<file path="config.mk">
export PLATFORM = sky130hd
export DESIGN_NAME = br_unit
export DESIGN_NICKNAME = d
export VERILOG_FILES = /design/src/rtl/br_unit.sv
export SDC_FILE = /design/constraint.sdc
export NUM_CORES = 1
export LEC_CHECK = 0
export ABC_AREA = 1
export CORE_ASPECT_RATIO = 0.75
export CORE_MARGIN = 2
export CORE_UTILIZATION = 41
export CTS_CLUSTER_DIAMETER = 80
export DETAILED_ROUTE_END_ITERATION = 10
export PLACE_DENSITY = 0.76
export SLEW_MARGIN = 15
export SYNTH_ARGS = -nofsm -noshare
export SYNTH_HDL_FRONTEND = slang
export SYNTH_SLANG_ARGS = --single-unit
</file>
<file path="constraint.sdc">
create_clock -name clk -period 2.9 [get_ports clk]
set_input_delay 0.435 -clock clk [delete_from_list [all_inputs] [get_ports clk]]
set_output_delay 0.435 -clock clk [all_outputs]
set_load 0.05 [all_outputs]
</file>
<file path="src/rtl/br_unit.sv">
// br_unit: resolves branches/jumps and holds one registered result behind a valid/ready handshake.
// Optional performance counters are built when BR_UNIT_PERF_EN is defined.
module br_unit #(
   parameter int DATAW = 32
) (
   input  logic             clk,
   input  logic             rst_n,
   input  logic             in_valid,
   output logic             in_ready,
   input  logic [1:0]       op,
   input  logic [2:0]       funct3,
   input  logic [DATAW-1:0] a,
   input  logic [DATAW-1:0] b,
   input  logic [DATAW-1:0] pc,
   input  logic [DATAW-1:0] imm,
   input  logic             pred_taken,
   input  logic [DATAW-1:0] pred_target,
   input  logic             flush,
   output logic             out_valid,
   input  logic             out_ready,
   output logic             out_taken,
   output logic [DATAW-1:0] out_target,
   output logic [DATAW-1:0] out_link,
   output logic             out_mispredict,
   output logic [DATAW-1:0] out_redirect,
   output logic             out_illegal
`ifdef BR_UNIT_PERF_EN
   ,
   output logic [31:0]      perf_br,
   output logic [31:0]      perf_mispred
`endif
);

   logic             r_valid;
   logic             r_taken;
   logic             r_mispred;
   logic             r_illegal;
   logic [DATAW-1:0] r_target;
   logic [DATAW-1:0] r_link;
   logic [DATAW-1:0] r_redirect;

   logic             w_accept;
   logic             w_taken;
   logic             w_illegal;
   logic             w_mispred;
   logic [DATAW-1:0] w_target;
   logic [DATAW-1:0] w_link;
   logic [DATAW-1:0] w_redirect;
   logic [DATAW-1:0] w_jalrSum;

   // The single output slot can take a new request whenever it is empty or being drained.
   assign in_ready  = !r_valid || out_ready;
   assign w_accept  = in_valid && in_ready;
   assign w_jalrSum = a + imm;
   assign w_link    = pc + DATAW'(4);

   always_comb begin
      w_taken   = 1'b0;
      w_illegal = 1'b0;
      w_target  = pc + imm;
      case (op)
         2'b00: begin
            case (funct3)
               3'b000:  w_taken = (a == b);
               3'b001:  w_taken = (a != b);
               3'b100:  w_taken = ($signed(a) < $signed(b));
               3'b101:  w_taken = ($signed(a) >= $signed(b));
               3'b110:  w_taken = (a < b);
               3'b111:  w_taken = (a >= b);
               default: w_illegal = 1'b1;
            endcase
         end
         2'b01: w_taken = 1'b1;
         2'b10: begin
            w_taken  = 1'b1;
            w_target = {w_jalrSum[DATAW-1:1], 1'b0};
         end
         default: w_illegal = 1'b1;
      endcase
   end

   assign w_mispred  = !w_illegal &&
                       ((w_taken != pred_taken) || (w_taken && (w_target != pred_target)));
   assign w_redirect = w_taken ? w_target : w_link;

   // Flush outranks both a new accept and a drain; data is only reloaded on accept.
   always_ff @(posedge clk) begin
      if (!rst_n) begin
         r_valid    <= 1'b0;
         r_taken    <= 1'b0;
         r_mispred  <= 1'b0;
         r_illegal  <= 1'b0;
         r_target   <= '0;
         r_link     <= '0;
         r_redirect <= '0;
      end else if (flush) begin
         r_valid <= 1'b0;
      end else if (w_accept) begin
         r_valid    <= 1'b1;
         r_taken    <= w_taken;
         r_mispred  <= w_mispred;
         r_illegal  <= w_illegal;
         r_target   <= w_target;
         r_link     <= w_link;
         r_redirect <= w_redirect;
      end else if (out_ready) begin
         r_valid <= 1'b0;
      end
   end

   assign out_valid      = r_valid;
   assign out_taken      = r_taken;
   assign out_mispredict = r_mispred;
   assign out_illegal    = r_illegal;
   assign out_target     = r_target;
   assign out_link       = r_link;
   assign out_redirect   = r_redirect;

`ifdef BR_UNIT_PERF_EN
   logic        w_consume;
   logic [31:0] r_perfBr;
   logic [31:0] r_perfMispred;

   assign w_consume = r_valid && out_ready && !flush && !r_illegal;

   // Saturating counters of consumed legal results and of those that were mispredicted.
   always_ff @(posedge clk) begin
      if (!rst_n) begin
         r_perfBr      <= '0;
         r_perfMispred <= '0;
      end else if (w_consume) begin
         if (r_perfBr != '1) begin
            r_perfBr <= r_perfBr + 32'd1;
         end
         if (r_mispred && (r_perfMispred != '1)) begin
            r_perfMispred <= r_perfMispred + 32'd1;
         end
      end
   end

   assign perf_br      = r_perfBr;
   assign perf_mispred = r_perfMispred;
`endif

endmodule

</file>
After elaboration in Yosys (flattened, before gate mapping):

Index checks and enable logic that the tools add are counted.

* $add $sub $neg: 3
* $lt $le $gt $ge: 4
* eq/ne operators: 11
* multiplexer cells: 8
* bitwise operators: 2
* reduce and logical (&&, ||, !) cells: 14

Operators with widths (number)
* 32-bit adder: 2
* 32-bit greater-or-equal comparator: 2
* 32-bit < comparator: 2
* 32-bit 2-to-1 mux: 2
* 32-bit inequality test: 2
* 32-bit by 3-bit adder with 32-bit output (second input constant): 1
* 32-bit == test: 1
* 3-bit == test (second input constant): 4
* 1-bit case mux with 6 select lines: 1
* 6-bit OR reduction: 1
* 1-bit case mux with 2 select lines: 2
* 2-bit OR reduction: 2
* 3-bit by 1-bit == test with 1-bit output (second input constant): 1
* 1-bit logical AND: 3
* 3-bit zero test: 1
* 1-bit 2-to-1 mux: 3
* 2-bit by 1-bit == test with 1-bit output (second input constant): 1
* 2-bit == test (second input constant): 1
* 1-bit zero test: 2
* 2-bit zero test: 1
* 1-bit logical OR: 2
* 1-bit inverter: 2
* 2-bit AND reduction: 1
* 2-bit nonzero test: 1
* 1-bit inequality test: 1

* register bits: 100
* input port bits: 171
* output and inout port bits: 101
* word-level logic and storage cells: 49

Depth between registers and ports, before layout:

* depth in word-level cells: 6
* depth in mapped cells: 25
* depth with buffers taken out: 24

Worst setup path before layout:

No wires, ideal clock.

* kind: input port to flip-flop
* start: in pc[0]
* end: reg r_mispred, in the netlist out_mispredict
* setup time: 0.134 ns
* arrival time: 2.392 ns
* data required time: 2.766 ns
* setup slack: 0.374 ns
* stages on the path: 22
* path buffers: 0
* path through: ha_1 fa_1 nand2_1 nand2_1 nand3_1 nand2_1 nand2_1 nand2_1 nand2_1 nand2_1 nand2_1 nand3_1 nand3_1 nand2_1 nand2_1 nand2_1 nor2_1 nand2_1 nor2_1 nand2_1 nand2_1 a21oi_1

* cells in the longest elaborated chain, start to end: 6

Ends and longest elaborated chain
* from (decl): line 14 `input logic [DATAW-1:0] pc,`
* 32-bit adder: line 60 `w_target = pc + imm;`
* 32-bit 2-to-1 mux: line 61 `case (op)`
* 32-bit inequality test: line 83 `((w_taken != pred_taken) || (w_taken && (w_target != pred_target)));`
* 1-bit logical AND: line 83
* 1-bit logical OR: line 83
* 1-bit logical AND: line 82 `assign w_mispred = !w_illegal &&`
* to (signal assigned): line 101 `r_mispred <= w_mispred;`
* to (decl): line 36 `logic r_mispred;`

No other way between the ends.
A chain may end at the register's enable or synchronous reset.

Worst setup path in the final report:

* start: in b[12]
* end: reg r_redirect[22], in the netlist out_redirect[22]

* cells in the longest elaborated chain, start to end: 4
* elaborated cells on any way between the ends: 9
* classes of those cells: order compare (4); eq/ne (2); mux (3)

Ends and longest elaborated chain
* from (decl): line 13 `input logic [DATAW-1:0] b,`
* 32-bit greater-or-equal comparator, or another cell as far along: line 69 `3'b111: w_taken = (a >= b);`
* 1-bit case mux with 6 select lines (*): line 63 `case (funct3)`
* 1-bit case mux with 2 select lines (*): line 61
* 32-bit 2-to-1 mux (*): line 84 `assign w_redirect = w_taken ? w_target : w_link;`
* to (signal assigned): line 105 `r_redirect <= w_redirect;`
* to (decl): line 40 `logic [DATAW-1:0] r_redirect;`

Every way passes the cells marked *; elsewhere a longest branch is shown, timed or not.

==> results.cfg <==
[critical_path]
crit_type = in2reg
r2r_start = out_valid
crit_chain = clkdlybuf4s50_1 -> inv_1 -> ha_1 -> nand2_2 -> nor2_4 -> nand2_2 -> nor2_4 -> nand2_4 -> nand2_1 -> o21ai_1 -> inv_1 -> nand2_1 -> nor2_1 -> nand3_1 -> nand2_1 -> nand2_2 -> nand2_4 -> inv_8 -> buf_12 -> nand2_1 -> nand3_1 -> a21oi_2
crit_arrival_ns = 3.09
critPathCaptureType = flop
reg2reg_slack_ns = 0.90
worstSetupStartpointType = primary input
worst-path-max-fanout = 13
crit_buf_inv = 5
cpPeakStageDelay_ns = 0.48
r2r-end = out_mispredict
cp_top_family = simple AND/OR/NAND/NOR gates
worstRegToRegCells = 9
cp_common_cell = nand2_1
crit_path_top_delay_cell = clkdlybuf4s50_1
required_ns = 3.14

[synthesis]
ys_seq_elements = 100
synthTopCellsByCount = 666 x nand2_1, 325 x inv_1, 215 x nand3_1
synth_nets = 2221
synth_most_common_cell = nand2_1
synth_edf_count = 0
syn_area_mm2 = 0.01107
synth_area_leaders = nand2_1 23%, dfxtp_1 18%, inv_1 11%
synth_ff_type = dfxtp_1
seq_area_frac_synth_pct = 18.08
syn_area_per_cell_um2 = 5.674
async_reset_ff_share_pct = 0
synth_largest_area_cell = nand2_1
synth_top_area_share_pct = 22.58
ys_types = 47
synthCells = 1951
ys.warnings.count = 0

[die]
initial_core_util_pct = 41.40
num_io_pins = 272
core_mm2 = 0.02674
chipWidth_um = 193.7
die_h_um = 146.3
die_area_mm2 = 0.02835
std_cell_rows = 52

[timing]
final.setup.tns_ns = 0
finalHoldViolCount = 0
tightestPinTransition_ns = 1.278
fin_crit_sh_pct = 98.34
fmax_ghz = 0.3506
fin_ws_ns = 0.04803
slew_viol_final = 0
finClkSkew_ns = 0.005301
setup_violations = 0
timing.hold.ws_ns = 0.4441
finalCriticalPeriod_ns = 2.852
relSlewSlack_pct = 14.30

[grt]
grt-ovfl-total = 0
grt_max_degree = 164
grt_util_met1_pct = 42.93
grt_pass1_vias = 13674
grt_usage_pct = 31.34
antenna_found_initial = 2
met2_usage_pct = 50.41
grt_pass1_wl_um = 71190
grt-busiest-layer = met2
met3_usage_pct = 5.498

[worst_hold_path]
min_path_type = in2reg
hold_end = out_link[0]
worstHoldPathCells = 3
min_from = pc[0]

[final_layout]
seqCellArea_mm2 = 0.002002
nNetsFinal = 2767
final_core_util_pct = 70.06
drive_gt1_share_pct = 27.42
postLayoutCellArea_mm2 = 0.01874
num-fill-cells = 2245
multi_input_area_mm2 = 0.009473
instances_no_fill = 2854
syn2layout_area_growth_pct = 69.24

[place]
dp_cells = 2822
globalplace.congestion = 0.9715
place_area_mm2 = 0.01630
pre_cts_slack_ns = -0.6201
port_buffers = 271
dp_hpwl_um = 37710

[clocking]
clkLatencyLatePin_ns = 0.34
cts_root_buffer = clkbuf_16
clkSlewWorstSetupHoldPaths_ns = 0.07
cts_tree = done
cts.sinks = 100
htree_levels = 3
numCtsBuffers = 9
clk_path_buf_depth = 2

[detailed_routing]
ant_nets = 0
wire_per_inst_um = 17.02
drt_wl_total_um = 48580
drc_errors = 0
viasPerCell = 5.174
drtIter0Drc = 1085
via_count = 14768
first_pass_iters = 7

[power]
pwr-share-seq_pct = 24.3
swShare_pct = 42.79
p_leak_nw = 9.804
clkPwrFrac_pct = 17.7
p_sw_mw = 2.701
p_total_mw = 6.312
comb_power_share_pct = 58.0
ir_worst_vdd_mv = 0.2947
internal_power_mw = 3.611
powerDensity_mw_per_mm2 = 336.9

[flow_run]
drv_cap = 0

[status]
status = completed
==> worst register-to-register path, cell delays in order, from the launching register on <==
cell and delay, ns:
dfxtp_1 0.31, inv_1 0.05, nor2_1 0.05, nor3_2 0.25, clkinv_1 0.37, a311oi_1 0.30
buf_4 0.20, a21boi_1 0.19, nand2_1 0.08, a21oi_1 0.11
==> area by class of cell <==
| type | count | area share [%] |
|---|---|---|
| Inverter | 338 | 6.832 |
| Multi-Input combinational cell | 1467 | 50.56 |
| Antenna cell | 1 | 0.01336 |
| Sequential cell | 100 | 10.69 |
| Tap cell | 351 | 2.344 |
| Clock buffer | 13 | 1.282 |
| Timing Repair Buffer | 581 | 28.17 |
| Clock inverter | 3 | 0.1135 |
==> layout by cell type (no fill, tap or decap), types with 19 or more instances in the layout <==
cell	n
inv_2	26
nand3b_1	33
dfxtp_1	100
ha_1	33
ha_4	62
buf_4	301
nor2_2	22
nand2_1	583
o211ai_1	46
nand2_2	70
nand3_1	165
a21oi_1	74
inv_1	304
nor2_4	19
nand3_2	51
a21oi_2	46
clkdlybuf4s50_1	174
dlymetal6s2s_1	74
nor2_1	94
o21ai_0	27
==> layer usage <==
layer | wire [um] | vias to the layer above | share of wire (%)
li1 | - | 7346 | -
met1 | 22110 | 6751 | 46
met2 | 22030 | 582 | 45
met3 | 3044 | 87 | 6.3
met4 | 1387 | 2 | 2.9
met5 | 13 | - | 0.027
==> flip-flops by register name (all words and copies together) (netlist names) <==
name,cells
out_taken,1
out_illegal,1
out_target,32
out_redirect,32
out_mispredict,1
out_link,32
out_valid,1
==> power by group through the flow <==
stage	combinational, mW	clock, mW	sequential [mW]
floorplan	1.34	0	1.89
global placement	3.07	0	1.56
detailed placement	3.12	0	1.56
CTS	3.22	1.11	1.53
global route	3.95	1.17	1.54
finish	3.66	1.11	1.53
==> kinds of logic after synthesis <==
logic type / share of synthesized area, %
simple gates: 43.34
buf+inv: 13.27
compound gates: 11.63
flops: 18.08
fa+ha+maj: 11.32
xor+xnor: 2.351
==> worst max-delay path by stage <==
stage	slack, ns	startpoint	depth (start not counted)	endpoint
floorplan	0.37	pc[0]	22	out_mispredict
global route	-0.1	b[1]	25	out_redirect[22]
global placement	-0.60	imm[22]	19	out_mispredict
CTS	-0.04	imm[16]	20	out_mispredict
finish	0.05	b[12]	22	out_redirect[22]
detailed placement	-0.62	imm[22]	19	out_mispredict
==> repair_timing <==
action	in CTS	in global routing
hold buffers	0	0
resized for setup	97	406
buffers inserted	0	13
endpoints found under the setup margin	34	39
cloned	0	2
pin swaps	7	114
Note: power is estimated with default switching activity, not from simulation.
